### src/rtl/serdes_pkg.sv
// serdes_pkg: shared FSM state type and length-width helper for the frame serializer
package serdes_pkg;
   typedef enum logic [1:0] {EMPTY, ONE, TWO} ser_state_e;
   function automatic int len_w(input int n);
      return $clog2(n + 1);
   endfunction
endpackage

### src/rtl/cmn_EnResetReg.sv
// cmn_EnResetReg: enable register with synchronous active-high clear
module cmn_EnResetReg #(
   parameter int W = 1
) (
   input  logic         clk,
   input  logic         reset,
   input  logic         i_en,
   input  logic [W-1:0] i_d,
   output logic [W-1:0] o_q
);
   // clear on reset, capture on enable, otherwise hold
   always_ff @(posedge clk) o_q <= reset ? '0 : i_en ? i_d : o_q;
endmodule

### src/rtl/serdes_FrameSlot.sv
// serdes_FrameSlot: one frame buffer (words, length, reverse flag) loaded as a unit
module serdes_FrameSlot import serdes_pkg::*; #(
   parameter int BIT_WIDTH = 32,
   parameter int N_SAMPLES = 8,
   parameter int LEN_W     = len_w(8)
) (
   input  logic                 clk,
   input  logic                 reset,
   input  logic                 i_load,
   input  logic [BIT_WIDTH-1:0] i_words [N_SAMPLES],
   input  logic [LEN_W-1:0]     i_len,
   input  logic                 i_rev,
   output logic [BIT_WIDTH-1:0] o_words [N_SAMPLES],
   output logic [LEN_W-1:0]     o_len,
   output logic                 o_rev
);
   genvar w;
   generate
      for (w = 0; w < N_SAMPLES; w++) begin : g_word
         cmn_EnResetReg #(.W(BIT_WIDTH)) u_word (
            .clk(clk), .reset(reset), .i_en(i_load), .i_d(i_words[w]), .o_q(o_words[w])
         );
      end
   endgenerate
   cmn_EnResetReg #(.W(LEN_W)) u_len (
      .clk(clk), .reset(reset), .i_en(i_load), .i_d(i_len), .o_q(o_len)
   );
   cmn_EnResetReg #(.W(1)) u_rev (
      .clk(clk), .reset(reset), .i_en(i_load), .i_d(i_rev), .o_q(o_rev)
   );
endmodule

### src/rtl/serdes_frame_serializer.sv
// serdes_frame_serializer: double-buffered variable-length frame to word serializer; SERDES_SERIALIZER_REVERSE_EN adds per-frame reverse order
module serdes_frame_serializer import serdes_pkg::*; #(
   parameter  int BIT_WIDTH = 32,
   parameter  int N_SAMPLES = 8,
   localparam int LEN_W     = len_w(N_SAMPLES)
) (
   input  logic                 clk,
   input  logic                 reset,
   input  logic [BIT_WIDTH-1:0] recv_msg [N_SAMPLES],
   input  logic [LEN_W-1:0]     recv_len,
`ifdef SERDES_SERIALIZER_REVERSE_EN
   input  logic                 recv_rev,
`endif
   input  logic                 recv_val,
   output logic                 recv_rdy,
   output logic [BIT_WIDTH-1:0] send_msg,
   output logic                 send_val,
   input  logic                 send_rdy,
   output logic                 send_last
);
   localparam int IDX_W = (N_SAMPLES > 1) ? $clog2(N_SAMPLES) : 1;
   ser_state_e           r_state;
   logic [IDX_W-1:0]     r_idx;
   logic [BIT_WIDTH-1:0] w_act_words [N_SAMPLES];
   logic [BIT_WIDTH-1:0] w_pend_words [N_SAMPLES];
   logic [BIT_WIDTH-1:0] w_act_d [N_SAMPLES];
   logic [LEN_W-1:0]     w_len_in, w_act_len, w_pend_len, w_act_len_d, w_pos, w_addr;
   logic                 w_rev_in, w_act_rev, w_pend_rev, w_act_rev_d;
   logic                 w_acc, w_fire, w_fin, w_act_load, w_pend_load;
`ifdef SERDES_SERIALIZER_REVERSE_EN
   assign w_rev_in = recv_rev;
`else
   assign w_rev_in = 1'b0;
`endif
   // handshakes, slot load steering, output decode
   always_comb begin
      w_len_in    = (recv_len > LEN_W'(N_SAMPLES)) ? LEN_W'(N_SAMPLES) : recv_len;
      recv_rdy    = r_state != TWO;
      send_val    = r_state != EMPTY;
      w_pos       = LEN_W'(r_idx);
      send_last   = send_val && (w_pos == w_act_len - LEN_W'(1));
      w_addr      = w_act_rev ? w_act_len - LEN_W'(1) - w_pos : w_pos;
      send_msg    = (w_addr < LEN_W'(N_SAMPLES)) ? w_act_words[IDX_W'(w_addr)] : '0;
      w_acc       = recv_val && recv_rdy && (w_len_in != '0);
      w_fire      = send_val && send_rdy;
      w_fin       = w_fire && send_last;
      w_act_load  = (w_acc && (r_state == EMPTY || (r_state == ONE && w_fin))) || (r_state == TWO && w_fin);
      w_pend_load = w_acc && r_state == ONE && !w_fin;
      w_act_len_d = (r_state == TWO) ? w_pend_len : w_len_in;
      w_act_rev_d = (r_state == TWO) ? w_pend_rev : w_rev_in;
      for (int i = 0; i < N_SAMPLES; i++) w_act_d[i] = (r_state == TWO) ? w_pend_words[i] : recv_msg[i];
   end
   serdes_FrameSlot #(.BIT_WIDTH(BIT_WIDTH), .N_SAMPLES(N_SAMPLES), .LEN_W(LEN_W)) u_act (
      .clk(clk), .reset(reset), .i_load(w_act_load), .i_words(w_act_d), .i_len(w_act_len_d),
      .i_rev(w_act_rev_d), .o_words(w_act_words), .o_len(w_act_len), .o_rev(w_act_rev)
   );
   serdes_FrameSlot #(.BIT_WIDTH(BIT_WIDTH), .N_SAMPLES(N_SAMPLES), .LEN_W(LEN_W)) u_pend (
      .clk(clk), .reset(reset), .i_load(w_pend_load), .i_words(recv_msg), .i_len(w_len_in),
      .i_rev(w_rev_in), .o_words(w_pend_words), .o_len(w_pend_len), .o_rev(w_pend_rev)
   );
   // slot-occupancy FSM and emitted-word counter of the draining frame
   always_ff @(posedge clk) begin
      if (reset) begin
         r_state <= EMPTY;
         r_idx   <= '0;
      end else begin
         unique case (r_state)
            EMPTY:   if (w_acc) r_state <= ONE;
            ONE:     r_state <= (w_fin && !w_acc) ? EMPTY : (!w_fin && w_acc) ? TWO : ONE;
            TWO:     if (w_fin) r_state <= ONE;
            default: r_state <= EMPTY;
         endcase
         r_idx <= (w_fin || w_act_load) ? '0 : w_fire ? r_idx + IDX_W'(1) : r_idx;
      end
   end
endmodule

### config.mk
export PLATFORM = sky130hd
export DESIGN_NAME = serdes_frame_serializer
export DESIGN_NICKNAME = d
export VERILOG_FILES = /design/src/rtl/serdes_pkg.sv /design/src/rtl/cmn_EnResetReg.sv /design/src/rtl/serdes_FrameSlot.sv /design/src/rtl/serdes_frame_serializer.sv
export SDC_FILE = /design/constraint.sdc
export NUM_CORES = 1
export LEC_CHECK = 0
export ABC_AREA = 1
export CORE_UTILIZATION = 35
export DETAILED_ROUTE_END_ITERATION = 7
export PLACE_DENSITY = 0.6
export RECOVER_POWER = 25
export SYNTH_ARGS = -nofsm -noshare
export SYNTH_HDL_FRONTEND = slang
export SYNTH_HIERARCHICAL = 1
export SYNTH_SLANG_ARGS = --single-unit
### constraint.sdc
create_clock -name clk -period 5.6 [get_ports clk]
set_input_delay 1.12 -clock clk [delete_from_list [all_inputs] [get_ports clk]]
set_output_delay 1.12 -clock clk [all_outputs]
set_load 0.01 [all_outputs]
==> results of run 1 <==
-- cells by family (layout without fill, tap and decap cells) --
logic type                 count (synthesis)  after routing  synth area share
AOI/OAI and AO/OA                         15             15           0.00271
buffers and inverters                   1090           1253             0.180
adders and majority gates                  7              7           0.00326
other                                      1              2          0.000129
xor gates and xnor gates                   4              4           0.00120
DFF                                      527            527             0.362
and+or+nand+nor                         3426           3426             0.451
-- cell type report --
type	count	area [um2]
Clock inverter	24	329
Sequential cell	527	10600
Timing Repair Buffer	326	3320
Antenna cell	1	2.50
Tap cell	1070	1340
Multi-Input combinational cell	3453	13400
Inverter	819	3080
Fill cell	9153	48600
Clock buffer	84	1680
-- cells in the final DEF, fill, tap and decap left out, types with 6 or more instances in the layout --
cell type,count
clkbuf_1,16
inv_1,813
bufinv_16,7
o21ai_0,7
clkbuf_16,60
clkbuf_8,9
dfxtp_1,527
clkinv_2,14
nor2_1,1094
clkdlybuf4s50_1,297
ha_1,6
nand3_1,199
buf_12,11
nand2_1,2126
buf_4,14
-- cell usage after synthesis (all sizes together) --
library cell  number  area (um2)
conb               1        3.75
dfxtp            527       10600
ha                 6        75.1
inv              819        3070
clkbuf            12        45.0
buf              259        2130
nand2           2127        7980
xor2               4        35.0
a21oi              5        25.0
o21ai             10        53.8
nand3            199         996
nor2            1098        4130
nor3b              1        7.51
fa                 1        20.0
nand3b             1        7.51
-- metrics by stage --
stage	cell area [um2]	total power [mW]	hold slack [ps]	utilization	worst slack, ps
2_1_floorplan	29100	6.83	444	-	2480
3_3_place_gp	31700	7.94	457	0.386	1220
3_5_place_dp	31700	7.96	462	0.386	1210
4_1_cts	33700	12.0	470	0.410	508
5_1_grt	33700	12.7	480	0.409	168
6_report	33700	12.0	467	0.410	441
-- flip-flops by register name, indices dropped and copies added, names as in the netlist --
signal                    cells
u_act/u_len/o_q               4
u_pend/u_rev/o_q              1
u_pend/g_word.u_word/o_q    256
u_pend/u_len/o_q              4
u_act/u_rev/o_q               1
r_state                       2
u_act/g_word.u_word/o_q     256
r_idx                         3
-- routing by layer --
| layer | share of wire | vias up | wire (um) |
|---|---|---|---|
| met5 | 0.00028 | - | 27 |
| met2 | 0.44 | 729 | 43000 |
| met1 | 0.47 | 12544 | 45500 |
| met3 | 0.063 | 116 | 6150 |
| li1 | - | 14679 | - |
| met4 | 0.025 | 4 | 2400 |
-- power groups by stage --
stage | Combinational [mW] | Sequential [mW] | Clock (mW)
floorplan | 2.36 | 4.47 | 0
global placement | 3.41 | 4.52 | 0
detailed placement | 3.42 | 4.54 | 0
CTS | 3.43 | 4.47 | 4.14
global route | 3.86 | 4.52 | 4.28
finish | 3.47 | 4.47 | 4.05
-- path summary, 6_finish.rpt --
path	start	end	slack (ps)	cells past startpoint
worst min register to register	u_pend/g_word[2].u_word/o_q[10]	u_pend/g_word[2].u_word/o_q[10]	470	2
worst max-delay path	u_act/u_len/o_q[0]	send_msg[0]	440	11
worst max register to register	r_state[1]	r_state[0]	600	11
worst min-delay path	u_pend/g_word[2].u_word/o_q[10]	u_pend/g_word[2].u_word/o_q[10]	470	2
-- critical path, cell delays in order (launching register included) --
cell and delay (ps):
dfxtp_1 360, inv_1 90, ha_1 340, fa_1 540, o21ai_4 80, inv_2 40, buf_4 550, nand3_1 170
nand3_1 150, nand2_1 60, nor2_1 320, clkdlybuf4s50_1 620
==> key figures, run 1 <==
Power and ir drop
  – Power density cells: approximately 360 nW/um2
  – Clk network pwr share: 0.338
  – Maximum vdd drop: between 0.0002 and 0.00025 V
  – Internal power: between 7 and 8 mW
  – Switch share: 0.344
  – Psw: between 4 and 5 mW
  – Gate power share: 0.290
  – Sequential power share: 0.373
  – Pleak: between 15 and 20 nW

STA
  – Final hold vios: 0
  – Measured slew at the worst slew-check pin: ~3200 ps
  – Endpoints failing setup: 0
  – Final slew viol count: about 450
  – Total negative slack: 0 ps
  – Unrepaired setup endpoints after global routing: false
  – Post-route clock period utilization: 0.921
  – Max_slew headroom: -1.12
  – Layout Skew: between 20 and 25 ps
  – Max frequency: 0.194 GHz
  – Tmin final: 5160 ps

Floorplanning
  – Die X-Extent: roughly 290 um
  – Core Region: approximately 80000 um2
  – Die height: 291 um
  – Row count: between 100 and 150
  – I/O pins: 299
  – DIE AREA: roughly 84000 um2
  – Starting Density: 0.354

GRT
  – GRT overflow: 0
  – Vias in the first global route: 25562
  – Global route hottest layer: met2
  – Total track usage: 0.224
  – Largest net degree at the start of global routing: ~190
  – Global-route wire length before repair: 148000 um
  – Antenna violations before repair: 2
  – Met2 GRT Util: 0.355
  – GR Util met1: 0.315
  – Met3 Use GR: 0.0353

Clock tree
  – CTS Hold Bufs: 0
  – H-tree depth: 2
  – Resized cells post-CTS: 0
  – Clk Latency, worst-skew pair: roughly 630 ps
  – Root buffer cell: clkbuf_16
  – TritonCTS clock tree: yes
  – Clock buffer count from CTS: 60
  – Max clock buf depth: 3
  – Clock transition at path regs: around 60 ps
  – Clock Sink Count: 527
  – Post-CTS Setup Repair Bufs: 0

Critical path
  – Data required, critical path: 4480 ps
  – Crit. End Element: output port
  – Crit path kind: register to output port
  – Crit Path Max Fanout: 64
  – Worst Setup Start Kind: register
  – Critical Path AT: between 4000 and 5000 ps

Place
  – Port Buffers: slightly below 300
  – Dpl hpwl: 69900 um
  – Placer Congestion: 0.920
  – Placed Instances: 6195

Drt
  – WL final: ~97000 um
  – Via density: between 4 and 5
  – Routed vias: ~28000
  – Antenna viol nets, final: 0
  – First-pass detailed-route iteration total: 8
  – WL per Instance: roughly 15 um
  – DR iter-0 viols: roughly 2500
  – DRC: 0

Flow run
  – Max Cap Violations: 3

Logic synthesis
  – Synthesized Nets: between 5000 and 6000
  – FF+latch count, synth: about 530
  – Distinct cells, synth: 21
  – Mapped Avg Cell Area: ~5.7 um2
  – Post-synthesis sequential area ratio: 0.362
  – Synthesis warning total: 6
  – Post-synthesis cell count: 5070
  – Post-Syn Area: between 20000 and 30000 um2

Worst hold path
  – HP Class: register to register

Status
  – Failing checks: capacitance limit, slew limit
  – Outcome: finished with violations

Final layout
  – Cell Count, Final, Fillers Out: approximately 6300
  – Area Growth Syn to Fin: 15.6%
  – Final #Nets: approximately 5500
  – Proportion of layout cells with a drive suffix above 1: 0.0258
No activity file was read; power rests on OpenSTA's default activity.
==> run 2, diff against run 1 <==
Settings changed: SYNTH_HIERARCHICAL 1 to not set.
==> key figures, run 2 <==
Status
  – Outcome: finished with violations (unchanged)
  – Failing checks: capacitance limit, slew limit (unchanged)

Drt
  – DR iter-0 viols: 2732 (was 2495)
  – WL final: 88500 um (was 97000 um)
  – Via density: 4.95 (was 4.45)
  – DRC: 0 (unchanged)
  – Antenna viol nets, final: 0 (unchanged)
  – First-pass detailed-route iteration total: 7 (was 8)
  – Routed vias: 23926 (was 28072)
  – WL per Instance: 18.3 um (was 15.4 um)

Logic synthesis
  – Synthesized Nets: 3998 (was 5341)
  – Synthesis warning total: 0 (was 6)
  – FFs w/ async S/R, synth: 0 (unchanged)
  – Area fraction of the dominant cell type after synthesis: 0.430 (was 0.362)
  – Post-synthesis sequential area ratio: 0.430 (was 0.362)
  – Post-Syn Area: 24400 um2 (was 29100 um2)
  – Largest cells by area after synthesis: dfxtp_1 (43%), nor2_1 (17%), nand2_1 (14%) (was dfxtp_1 (36%), nand2_1 (27%), nor2_1 (14%))
  – Mapped Avg Cell Area: 6.55 um2 (was 5.75 um2)
  – Top FF cell, synth: dfxtp_1 (unchanged)
  – Post-synthesis cell count: 3731 (was 5070)
  – Top-count cell post-synth: nor2_1 (was nand2_1)
  – Largest area contributor in the synthesized netlist: dfxtp_1 (unchanged)
  – Distinct cells, synth: 31 (was 21)
  – Post-synth EDFFs: 0 (unchanged)
  – Synth cell count leaders: nor2_1 (1084), nand2_1 (899), dfxtp_1 (525) (was nand2_1 (2127), nor2_1 (1094), inv_1 (814))
  – FF+latch count, synth: 525 (was 527)

Power and ir drop
  – Maximum vdd drop: 0.000264 V (was 0.000232 V)
  – Pleak: 12.8 nW (was 17.8 nW)
  – Power density cells: 365 nW/um2 (was 356 nW/um2)

Critical path
  – Worst Setup Start Kind: register (unchanged)
  – Crit. End Element: output port (unchanged)
  – Critical Path Max Stage Delay: 840 ps (was 620 ps)
  – Data required, critical path: 4480 ps (about the same)
  – Crit path kind: register to output port (unchanged)
  – Critical Path AT: 3920 ps (was 4040 ps)
  – Crit Path Max Fanout: 35 (was 64)
  – Crit-path cells: inv_1 -> a221oi_1 -> a31oi_1 -> clkdlybuf4s50_1 (was inv_1 -> ha_1 -> fa_1 -> o21ai_4 -> inv_2 -> buf_4 -> nand3_1 -> nand3_1 -> nand2_1 -> nor2_1 -> clkdlybuf4s50_1)
  – Slowest CP cell: a221oi_1 (was clkdlybuf4s50_1)

STA
  – Layout Skew: 19.1 ps (was 21.5 ps)
  – Measured slew at the worst slew-check pin: 3410 ps (was 3190 ps)
  – Unrepaired setup endpoints after global routing: false (unchanged)
  – Post-route clock period utilization: 0.901 (was 0.921)
  – Final slew viol count: 134 (was 446)
  – Max frequency: 0.198 GHz (was 0.194 GHz)
  – Final hold vios: 0 (unchanged)
  – Total negative slack: 0 ps (unchanged)
  – Max_slew headroom: -1.27 (was -1.12)
  – Tmin final: 5040 ps (was 5160 ps)
  – Endpoints failing setup: 0 (unchanged)

Floorplanning
  – DIE AREA: 70900 um2 (was 84400 um2)
  – Die X-Extent: 266 um (was 291 um)
  – Row count: 96 (was 105)
  – I/O pins: 299 (unchanged)
  – Starting Density: 0.355 (was 0.354)
  – Core Region: 68800 um2 (was 82200 um2)
  – Die height: 266 um (was 291 um)

Final layout
  – Final #Nets: 4114 (was 5458)
  – Commonest non-fill, non-tap cell in the layout: nor2_1 (was nand2_1)
  – Multi-input logic area: 12100 um2 (was 13400 um2)
  – Most frequent cells in the layout: nor2_1 (1083), nand2_1 (900), dfxtp_1 (522) (was nand2_1 (2126), nor2_1 (1094), inv_1 (813))
  – Proportion of layout cells with a drive suffix above 1: 0.0362 (was 0.0258)
  – Final core utilization: 0.433 (was 0.410)
  – Biggest regs: u_act.g_word.u_word.o_q: 256 flops, u_pend.g_word.u_word.o_q: 256 flops (was u_act/g_word.u_word/o_q: 256 flops, u_pend/g_word.u_word/o_q: 256 flops)
  – Number of fill cells in the layout: 7226 (was 9153)
  – Seq. cell area: 10500 um2 (was 10600 um2)
  – Area Growth Syn to Fin: 21.8% (was 15.6%)

Place
  – Dpl hpwl: 59600 um (was 69900 um)
  – Placer Congestion: 0.913 (was 0.920)
  – Port Buffers: 298 (unchanged)

Clock tree
  – H-tree depth: 2 (unchanged)
  – Resized cells post-CTS: 0 (unchanged)
  – TritonCTS clock tree: yes (unchanged)
  – Max clock buf depth: 3 (unchanged)
  – Clock buffer count from CTS: 59 (was 60)
  – Clock transition at path regs: 60 ps (about the same)
  – Root buffer cell: clkbuf_16 (unchanged)
  – Clk Latency, worst-skew pair: 640 ps (was 630 ps)
  – Post-CTS Setup Repair Bufs: 0 (unchanged)
  – Clock Sink Count: 525 (was 527)
  – CTS Hold Bufs: 0 (unchanged)

Flow run
  – Max Cap Violations: 3 (unchanged)

GRT
  – Total track usage: 0.242 (was 0.224)
  – Vias in the first global route: 21471 (was 25562)
  – Antenna violations before repair: 9 (was 2)
  – Largest net degree at the start of global routing: 147 (was 187)
  – GRT overflow: 0 (unchanged)
  – Global-route wire length before repair: 132000 um (was 148000 um)

Worst hold path
  – HP Class: register to register (unchanged)
[run 2: changes by cell type after synthesis, moves of 32 or more]
cell      change
a21oi_1      +84
a31oi_1      +32
buf_4        -32
buf_6       -115
clkbuf_1    +114
inv_1       -656
mux2i_1     +112
nand2_1    -1228
nand3_1      -80
o21ai_0     +380
[run 2: report_power, final]
group          internal (mW)  leakage [nW]  total, mW  switching [mW]
Clock                   2.35         0.990       4.00            1.65
Combinational          0.867          7.47       2.43            1.57
Sequential              4.20          4.32       4.43           0.234
Total                   7.42          12.8       10.9            3.45
[run 2: through the flow]
stage | power, mW | hold WS (ps) | cells | area [um2] | setup slack, ps
6_report | 10.9 | 464 | 4830 | 29800 | 555
5_1_grt | 11.4 | 480 | 4828 | 29800 | 444
4_1_cts | 10.9 | 467 | 4824 | 29800 | 923
3_5_place_dp | 6.91 | 452 | 4717 | 27800 | 1540
3_3_place_gp | 6.88 | 445 | 4717 | 27800 | 1590
2_1_floorplan | 5.97 | 434 | 3731 | 24400 | 3040
[run 2: cells by family (layout without fill, tap and decap cells)]
kind of cell | after synthesis | in the layout | share of synthesized area
other | 0 | 6 | 0
buffers and inverters | 442 | 604 | 0.0757
AOI/OAI and AO/OA | 533 | 533 | 0.114
xor gates and xnor gates | 3 | 3 | 0.00108
adders and majority gates | 3 | 3 | 0.00154
muxes | 112 | 112 | 0.0459
DFF | 525 | 525 | 0.430
and+or+nand+nor | 2113 | 2113 | 0.332
[run 2: cell type report]
cell class | count | share of cell area
multi-input combinational | 2764 | 0.407
sequential | 525 | 0.353
timing repair buffer | 330 | 0.111
inverter | 167 | 0.0220
clock buffer | 89 | 0.0591
clock inverter | 18 | 0.00790
tap | 931 | 0.0391
antenna | 6 | 0.000504
[run 2: path summary, 6_finish.rpt]
check	from	end	slack, ps	depth (start not counted)
worst max-delay path	r_idx[2]	send_msg[2]	560	4
worst min register to register	u_act.g_word[0].u_word.o_q[8]	u_act.g_word[0].u_word.o_q[8]	460	2
worst min-delay path	u_act.g_word[0].u_word.o_q[8]	u_act.g_word[0].u_word.o_q[8]	460	2
worst max register to register	r_idx[2]	u_act.g_word[2].u_word.o_q[0]	800	9
[run 2: metal layers]
metal / wire length [um] / global-route usage
met2: 39900 / 0.375
met1: 39300 / 0.336
met4: 3010 / 0.0906
met5: 17 / 0
met3: 6230 / 0.0381
[run 2: worst max-delay path, delay by kind of cell, from the launching register on]
family / cells / cell delay (ps)
flops: 1 / 830
buf+inv: 2 / 1360
compound gates: 2 / 1060
